## src/rtl/pc_pkg.sv

```systemverilog
// pc_pkg
// Shared types and constants for the program counter register unit.
//   pc_op_t    : PC command encoding driven by the control-unit op decode.
//   pc_state_t : branch fix-up state (IDLE / FIXUP).
//   PAGE_W     : width of a 6502 page offset (low byte of the PC).
// Optional build macro used by the unit: PC_PREV_EN (adds prev_pc trace port).
package pc_pkg;

    localparam int PAGE_W = 8;

    typedef enum logic [2:0] {
        PC_HOLD     = 3'd0,
        PC_INC      = 3'd1,
        PC_DEC      = 3'd2,
        PC_LOAD     = 3'd3,
        PC_LOAD_LOW = 3'd4,
        PC_BRANCH   = 3'd5
    } pc_op_t;

    typedef enum logic {
        IDLE  = 1'b0,
        FIXUP = 1'b1
    } pc_state_t;

endpackage

```

## src/rtl/pc_branch_adder.sv

```systemverilog
// pc_branch_adder
// Combinational low-byte adder for relative branches. Adds the signed branch
// offset to the current page offset as an unsigned 9-bit sum and reports
// whether the result left the current page and in which direction.
// Ports:
//   pc_low     in  8  current pc[7:0]
//   offset     in  8  signed two's-complement branch offset
//   new_low    out 8  branch target low byte
//   page_cross out 1  target lies in a different page
//   dir_down   out 1  high byte must be decremented (else incremented)
module pc_branch_adder
    import pc_pkg::*;
(
    input  logic [PAGE_W-1:0] pc_low,
    input  logic [PAGE_W-1:0] offset,
    output logic [PAGE_W-1:0] new_low,
    output logic              page_cross,
    output logic              dir_down
);

    logic [PAGE_W:0] sum;

    always_comb begin
        sum     = {1'b0, pc_low} + {1'b0, offset};
        new_low = sum[PAGE_W-1:0];
        // A negative offset is a large unsigned addend: a carry out means the
        // result stayed in the page, no carry means it moved one page down.
        dir_down   = offset[PAGE_W-1];
        page_cross = offset[PAGE_W-1] ? ~sum[PAGE_W] : sum[PAGE_W];
    end

endmodule

```

## src/rtl/pc_register_unit.sv

```systemverilog
// pc_register_unit
// Registered program counter for the 8227 core. Supports hold, increment,
// decrement, full load, low-byte load and signed relative branch. With
// BRANCH_FAST=0 a page-crossing branch takes a second cycle to fix the high
// byte (6502 timing) and raises busy so the control unit stalls.
// Optional build macro: PC_PREV_EN adds the prev_pc trace output.
// Ports:
//   clk        in   1       core clock
//   nrst       in   1       asynchronous active-low reset
//   op         in   3       pc_op_t command, sampled every IDLE cycle
//   load_addr  in   ADDR_W  full load value for PC_LOAD
//   load_low   in   8       byte for PC_LOAD_LOW
//   offset     in   8       signed branch offset
//   pc         out  ADDR_W  current PC
//   pc_low     out  8       pc[7:0]
//   pc_high    out  8       pc[15:8]
//   busy       out  1       high-byte fix-up pending, stall
//   page_cross out  1       one-cycle pulse when a branch crosses a page
//   prev_pc    out  ADDR_W  (PC_PREV_EN only) pc value before the last change
module pc_register_unit
    import pc_pkg::*;
#(
    parameter int          ADDR_W      = 16,
    parameter logic [15:0] RESET_PC    = 16'hFFFC,
    parameter bit          BRANCH_FAST = 1'b0
) (
    input  logic              clk,
    input  logic              nrst,
    input  logic [2:0]        op,
    input  logic [ADDR_W-1:0] load_addr,
    input  logic [7:0]        load_low,
    input  logic [7:0]        offset,
    output logic [ADDR_W-1:0] pc,
    output logic [7:0]        pc_low,
    output logic [7:0]        pc_high,
    output logic              busy,
`ifdef PC_PREV_EN
    output logic              page_cross,
    output logic [ADDR_W-1:0] prev_pc
`else
    output logic              page_cross
`endif
);

    localparam int               HIGH_W    = ADDR_W - PAGE_W;
    localparam logic [ADDR_W-1:0] RESET_VAL = ADDR_W'(RESET_PC);

    pc_state_t         state;
    pc_state_t         state_next;
    logic              dir_down;
    logic              dir_down_next;
    logic [ADDR_W-1:0] pc_next;
    logic              cross_next;

    logic [PAGE_W-1:0] add_low;
    logic              add_cross;
    logic              add_down;
    logic [HIGH_W-1:0] high_fixed;
    logic [ADDR_W-1:0] offset_ext;

    pc_branch_adder u_branch_adder (
        .pc_low     (pc[PAGE_W-1:0]),
        .offset     (offset),
        .new_low    (add_low),
        .page_cross (add_cross),
        .dir_down   (add_down)
    );

    assign offset_ext = {{(ADDR_W-PAGE_W){offset[7]}}, offset};
    assign high_fixed = dir_down ? pc[ADDR_W-1:PAGE_W] - HIGH_W'(1)
                                 : pc[ADDR_W-1:PAGE_W] + HIGH_W'(1);

    assign pc_low  = pc[7:0];
    assign pc_high = pc[15:8];

    always_comb begin
        pc_next       = pc;
        state_next    = state;
        dir_down_next = dir_down;
        cross_next    = 1'b0;
        if (state == FIXUP) begin
            // op is ignored here; only the high byte moves
            pc_next    = {high_fixed, pc[PAGE_W-1:0]};
            state_next = IDLE;
        end else begin
            case (op)
                PC_INC:      pc_next = pc + ADDR_W'(1);
                PC_DEC:      pc_next = pc - ADDR_W'(1);
                PC_LOAD:     pc_next = load_addr;
                PC_LOAD_LOW: pc_next = {pc[ADDR_W-1:PAGE_W], load_low};
                PC_BRANCH: begin
                    cross_next = add_cross;
                    if (BRANCH_FAST) begin
                        pc_next = pc + offset_ext;
                    end else begin
                        pc_next = {pc[ADDR_W-1:PAGE_W], add_low};
                        if (add_cross) begin
                            state_next    = FIXUP;
                            dir_down_next = add_down;
                        end
                    end
                end
                default: pc_next = pc;  // PC_HOLD and reserved encodings
            endcase
        end
    end

    always_ff @(posedge clk or negedge nrst) begin
        if (!nrst) begin
            pc         <= RESET_VAL;
            state      <= IDLE;
            dir_down   <= 1'b0;
            busy       <= 1'b0;
            page_cross <= 1'b0;
        end else begin
            pc         <= pc_next;
            state      <= state_next;
            dir_down   <= dir_down_next;
            busy       <= (state_next == FIXUP);
            page_cross <= cross_next;
        end
    end

`ifdef PC_PREV_EN
    // The fix-up cycle is part of the branch, so prev_pc keeps the
    // pre-branch address across it.
    always_ff @(posedge clk or negedge nrst) begin
        if (!nrst) begin
            prev_pc <= RESET_VAL;
        end else if (state == IDLE && pc_next != pc) begin
            prev_pc <= pc;
        end
    end
`endif

endmodule
```

## config.mk

```make
export PLATFORM = sky130hd
export DESIGN_NAME = pc_register_unit
export DESIGN_NICKNAME = d
export VERILOG_FILES = /design/src/rtl/pc_pkg.sv /design/src/rtl/pc_branch_adder.sv /design/src/rtl/pc_register_unit.sv
export SDC_FILE = /design/constraint.sdc
export NUM_CORES = 1
export LEC_CHECK = 0
export BUFFER_PORTS_ARGS = -buffer_cell sky130_fd_sc_hd__buf_2
export CORE_MARGIN = 1
export CORE_UTILIZATION = 54
export DETAILED_ROUTE_END_ITERATION = 7
export GPL_TIMING_DRIVEN = 0
export MAX_ROUTING_LAYER = met4
export PLACE_DENSITY = 0.82
export SLEW_MARGIN = 20
export SYNTH_ARGS = -nofsm -noshare
export SYNTH_HDL_FRONTEND = slang
export SYNTH_HIERARCHICAL = 1
export SYNTH_SLANG_ARGS = --single-unit
```

## constraint.sdc

```tcl
create_clock -name clk -period 2.75 [get_ports clk]
set_input_delay 0.55 -clock clk [delete_from_list [all_inputs] [get_ports clk]]
set_output_delay 0.55 -clock clk [all_outputs]
set_load 0.005 [all_outputs]
```

==> results_dict.tcl, run 1 <==
set metrics [dict create \
    fin_skew_ps 8.74 \
    grt_max_degree 19 \
    relSlewSlack 0.635 \
    antenna-diode-count 0 \
    worstPathCellList "buf_2 -> buf_4 -> nor3b_4 -> buf_12 -> ha_4 -> a21o_1 -> a31oi_2 -> a21oi_1 -> o21ai_0 -> mux2i_1 -> nand2b_1" \
    nNetsFinal 476 \
    routedWlPerCell_microns 15.9 \
    crit_slowest_cell "o21ai_0" \
    min_period_ps 2590 \
    grt_usage 0.307 \
    cts_buffers 3 \
    r2r_setup_slack_ps 250 \
    cts_tree "done" \
    path_delay_family "compound AO/OA/AOI/OAI gates" \
    viasPerCell 5.97 \
    syn_nets 398 \
    path_class "in -> reg" \
    multi_input_area_sq_um 2030 \
    clk_latency_ps 270 \
    dp_slack_ps -554 \
    htreeDepth 1 \
    whs_ps 228 \
    clock.fmax_mhz 385 \
    initial_core_util 0.563 \
    cp.arrival_ps 2800 \
    io_buffer_count 69 \
    fin_crit_sh 0.943 \
    die_area_sq_um 5240 \
    max_stage_delay_ps 330 \
    clockBufferDepth 2 \
    worst_pin_slew_ps 545 \
    synth_cell_types 67 \
    areaGrowthSynthToFinish_pct 22.3 \
    maxCapViolCount 0 \
    drive_above_1_share 0.334 \
    irDropWorstVdd_uv 530 \
    finalSetupViolations 0 \
    rsz0062_at_grt "false" \
    register_area_sq_um 470 \
    vias 2832 \
    antenna_found_initial 0 \
    grt_pass1_wl_microns 12200 \
    worstSetupEndpointType "flip-flop" \
    crit_path_start_kind "input pin" \
    syn-cell-area_sq_um 2680 \
    ys.warnings.count 6 \
    cp.buffers_inverters 3 \
    fp-row-count 25 \
    grt_pass1_vias 2605 \
    path_clk_slew_ps 90 \
    fillers 419 \
    firstDrtPassIters 4 \
    p_leak_uw 0.00151 \
    place_area_sq_um 3150 \
    synth_edf_count 0 \
    grt-ovfl-total 0 \
    die_h_microns 72.4 \
    clockRootBuffer "clkbuf_8" \
    final_cell_area_sq_um 3270 \
    cts_hold_buffers 0 \
    crit_fanout 10 \
    async_flop_share 1.00 \
    hp-class "in -> async" \
    wirelength_microns 7560 \
    cts.sinks 18 \
    ys_seq_elements 18 \
    placeableCoreArea_sq_um 4750 \
    setup_ws_ps 156 \
    syn_inst 330 \
    dp_hpwl_microns 5860 \
    hold_viol_final 0 \
    crit_required_ps 2960 \
    synth_area_per_cell_sq_um 8.11 \
    die_w_microns 72.4 \
    slew_violations 0 \
    status "completed" \
    tns_ps 0 \
    final_antenna_net_count 0 \
    drc 0 \
    synth-main-ff-cell "dfstp_2" \
    synth-seq-area-share 0.175 \
    io_pins 71 \
    p_per_area_nw_per_um2 1040 \
    place.gp.congestion 0.948 \
    drt_iter0_markers 129 \
]
==> path summary, 6_finish.rpt <==
path                                    from                    to  depth (start not counted)
max                                    op[1]    pc[13]$_DFFE_PN1P_                         11
min                                     nrst     pc[0]$_DFFE_PN0P_                          1
max reg2reg                pc[0]$_DFFE_PN0P_  dir_down$_DFFE_PN0P_                         10
min reg2reg                pc[6]$_DFFE_PN1P_     pc[6]$_DFFE_PN1P_                          2
max in group asynchronous               nrst    pc[11]$_DFFE_PN1P_                          1
min in group clk           pc[6]$_DFFE_PN1P_     pc[6]$_DFFE_PN1P_                          2
==> placed cells by master, fill, tap and decap left out, types with 8 or more instances in the layout <==
master	instances
a21oi_1	22
buf_4	23
nor2_1	19
dfstp_2	14
o21a_1	8
o21ai_0	17
mux2i_1	9
nand2_1	26
nand3_1	10
xnor2_1	11
inv_1	11
ha_1	26
buf_2	70
nor3_1	11
==> per-stage QoR <==
stage | std cells | power [uW] | utilization
final | 474 | 3400 | 0.689
after global routing | 474 | 3710 | 0.689
after CTS | 473 | 3370 | 0.682
after detailed placement | 466 | 3110 | 0.663
after global placement | 466 | 3030 | 0.663
after floorplan | 330 | 2460 | -
==> registers in the layout, summed over array words and instances (netlist names) <==
name and flops:
dir_down 1, page_cross 1, pc 16
==> area by class of cell <==
cell class / count / area share
buffer: 30 / 0.0623
tap: 67 / 0.0256
inverter: 12 / 0.0138
timing repair buffer: 73 / 0.118
clock buffer: 4 / 0.0168
multi-input combinational: 270 / 0.619
sequential: 18 / 0.144
==> report_power, final <==
part | internal [uW] | switching [uW] | leakage (uW)
Clock | 128 | 110 | 0.0000288
Sequential | 467 | 245 | 0.000195
Combinational | 1210 | 1250 | 0.00129
Total | 1800 | 1600 | 0.00151
==> synth_stat cells, types with 2 or more instances <==
cell type	instances	area share
xnor2_1	11	0.036
nand2_1	26	0.036
a211o_1	2	0.0065
buf_2	4	0.0075
a31oi_1	6	0.014
buf_4	18	0.050
nand2b_1	2	0.0047
nand3_1	10	0.019
o21a_1	8	0.022
o21bai_1	2	0.0056
nor2_1	19	0.027
a221o_1	2	0.0075
ha_1	28	0.13
dfrtp_1	4	0.037
and3_1	2	0.0047
or3_1	4	0.0093
o22ai_1	4	0.0093
nand3b_1	3	0.0084
a21o_1	4	0.011
a221oi_1	4	0.013
o21ai_1	6	0.011
clkbuf_1	7	0.0098
nor2b_1	6	0.014
xor2_1	7	0.023
fa_1	3	0.022
a211oi_1	3	0.0084
o221ai_1	5	0.016
nor3_1	12	0.022
dfstp_2	14	0.14
a21oi_1	22	0.041
o211a_1	2	0.0075
inv_1	11	0.015
mux2_2	3	0.013
o211ai_1	3	0.0084
nor3b_1	3	0.0084
nand4_1	5	0.012
mux2i_1	9	0.034
o21ai_0	17	0.032
==> logic make-up after synthesis <==
group / share of synthesized area
DFF: 0.175
buffers and inverters: 0.0888
and+or+nand+nor: 0.193
xor gates and xnor gates: 0.0589
AOI/OAI and AO/OA: 0.285
muxes: 0.0463
adders and majority gates: 0.153
==> layer usage <==
layer / up-vias / track usage / share of wire / wire [microns]
met2: 108 / 0.541 / 0.50 / 3760
met5: - / - / 0 / 0
met3: 23 / 0.0347 / 0.048 / 360
met4: 0 / 0.105 / 0.030 / 229
met1: 1315 / 0.362 / 0.42 / 3210
li1: 1386 / - / - / -
==> what timing repair did <==
| action | CTS | global route |
|---|---|---|
| resized for setup | 0 | 5 |
| pin swaps | 0 | 2 |
| setup endpoints to repair | 9 | 4 |
| setup buffers | 3 | 1 |
Note: power is estimated with default switching activity, not from simulation.
==> inputs of run 2 (changes only) <==
--- a/config.mk
+++ b/config.mk
@@ -10,7 +10,6 @@
 export CORE_UTILIZATION = 54
 export DETAILED_ROUTE_END_ITERATION = 7
 export GPL_TIMING_DRIVEN = 0
-export MAX_ROUTING_LAYER = met4
 export PLACE_DENSITY = 0.82
 export SLEW_MARGIN = 20
 export SYNTH_ARGS = -nofsm -noshare
==> run 2 against run 1 <==
Critical path depth rose by 1. Via count rose by 1.3%. Non-clock buffer count rose by 1. Register-to-register slack got worse by 110 ps. Worst setup slack got worse by 63 ps. Global-route usage fell by 1.2 points. Clock skew fell by 5.9 ps. Worst hold slack got worse by 2.3 ps. First-iteration DRC count rose by 19%. Sequential share of layout area fell by 0.098 points. Count of clock-buffer cells in the layout did not move. Wire length rose by 0.75%. Critical endpoint is now pc[14]$_DFFE_PN1P_.
==> results_dict.tcl, run 2 (synthesized netlist as in run 1, its figures left out) <==
set metrics [dict create \
    status "completed" \
    drive_above_1_share 0.336 \
    dp_hpwl_microns 5840 \
    cp_common_cell "buf_4" \
    p_seq_frac 0.210 \
    cp.arrival_ps 2840 \
    worstRegToRegCells 10 \
    r2r_end "dir_down$_DFFE_PN0P_" \
    initial_core_util 0.563 \
    grt_max_degree 19 \
    maxCapViolCount 0 \
    drc 0 \
    place_area_sq_um 3150 \
    hp-class "in -> async" \
    slew_violations 0 \
    io_pins 71 \
    relSlewSlack 0.642 \
    reg_top3 "pc x16, dir_down x1, page_cross x1" \
    antenna_found_initial 0 \
    die_w_microns 72.4 \
    crit_path_start_kind "input pin" \
    fin_crit_sh 0.966 \
    io_buffer_count 69 \
    largest_reg_flops 16 \
    pwr-share-comb 0.728 \
    htreeDepth 1 \
    grt_usage 0.295 \
    fp-row-count 25 \
    fin_skew_ps 2.79 \
    worst_pin_slew_ps 532 \
    viasPerCell 6.04 \
    place.gp.congestion 0.950 \
    hold_viol_final 0 \
    layout_common_cells "buf_2, nand2_1, ha_1" \
    crit_slowest_cell "fa_1" \
    final_common_cell "buf_2" \
    p_leak_uw 0.00151 \
    clkPwrFrac 0.062 \
    final_cell_area_sq_um 3290 \
    clockBufferDepth 2 \
    antenna-diode-count 0 \
    p_per_area_nw_per_um2 1030 \
    areaGrowthSynthToFinish_pct 22.9 \
    power_switching_share 0.474 \
    cts.sinks 18 \
    nNetsFinal 477 \
    drt_iter0_markers 153 \
    clock.fmax_mhz 376 \
    r2r_setup_slack_ps 140 \
    grt_pass1_wl_microns 12100 \
    max_stage_delay_ps 410 \
    die_h_microns 72.4 \
    irDropWorstVdd_uv 603 \
    clockRootBuffer "clkbuf_8" \
    path_class "in -> reg" \
    die_area_sq_um 5240 \
    power_uw 3400 \
    intPower_uw 1790 \
    path_clk_slew_ps 80 \
    cts_buffers 3 \
    r2r_start "pc[0]$_DFFE_PN0P_" \
    min_period_ps 2660 \
    grt-ovfl-total 0 \
    wirelength_microns 7620 \
    p_sw_uw 1610 \
    clk_latency_ps 260 \
    firstDrtPassIters 4 \
    regMostFlops "pc" \
    placeableCoreArea_sq_um 4750 \
    grt_pass1_vias 2647 \
    crit_fanout 10 \
    worstPathCellList "buf_2 -> buf_4 -> nor3b_4 -> buf_12 -> fa_1 -> a21o_1 -> a311oi_4 -> buf_4 -> o41a_1 -> o211ai_2 -> xnor2_1 -> o22ai_1" \
    final_antenna_net_count 0 \
    cts_tree "done" \
    crit_required_ps 2940 \
    finalSetupViolations 0 \
    vias 2868 \
    worstSetupEndpointType "flip-flop" \
    routedWlPerCell_microns 16.0 \
]
run 2: worst max path at each step:
| stage | slack [ps] | end | start |
|---|---|---|---|
| after floorplan | -9 | pc[12]$_DFFE_PN1P_ | op[0] |
| after global placement | -500 | pc[12]$_DFFE_PN1P_ | op[1] |
| after detailed placement | -580 | pc[12]$_DFFE_PN1P_ | op[1] |
| after CTS | 30 | pc[8]$_DFFE_PN1P_ | op[1] |
| after global routing | -30 | dir_down$_DFFE_PN0P_ | pc[0]$_DFFE_PN0P_ |
| final | 90 | pc[14]$_DFFE_PN1P_ | op[1] |
run 2: power groups by stage:
stage	clock network (uW)	registers, uW	logic, uW
after floorplan	0	644	1810
after global placement	0	707	2320
after detailed placement	0	713	2400
after CTS	204	710	2420
after global routing	218	738	2730
final	210	714	2480
run 2: critical path: cells and delay by family:
family	cells	cell delay [ps]
adder cells (fa/ha/maj)	1	410
AND/OR/NAND/NOR	1	160
AO/OA/AOI/OAI	5	940
XOR/XNOR	1	170
buffers and inverters	4	590
run 2: routing by layer:
layer	vias to the layer above	routed length [microns]	track usage
met2	116	3780	0.525
li1	1383	-	-
met5	-	0	0
met4	0	272	0.113
met3	21	412	0.0347
met1	1348	3150	0.363
run 2: area by class of cell:
class / count / area, sq um
tap: 67 / 83.8
buffer: 30 / 204
timing repair buffer: 74 / 395
clock buffer: 4 / 45.0
multi-input combinational: 270 / 2050
sequential: 18 / 469
inverter: 12 / 45.0
fill: 416 / 1470
run 2: timing repair:
action	CTS	global route
gates cloned	0	0
hold buffers	0	0
buffers inserted	4	1
gates resized for setup	1	5
hold endpoints to repair	0	0
setup endpoints to repair	11	6
pin swaps	0	2
run 2: metrics by stage:
step           setup TNS [ps]  cells  worst slack [ps]  hold WS [ps]  utilization
2_1_floorplan           -9.29    330             -9.29           254            -
3_3_place_gp            -4050    466              -499           505        0.663
3_5_place_dp            -4580    466              -582           505        0.663
4_1_cts                     0    474              31.0           243        0.683
5_1_grt                 -34.7    475             -34.7           246        0.692
6_report                    0    475              92.9           226        0.692
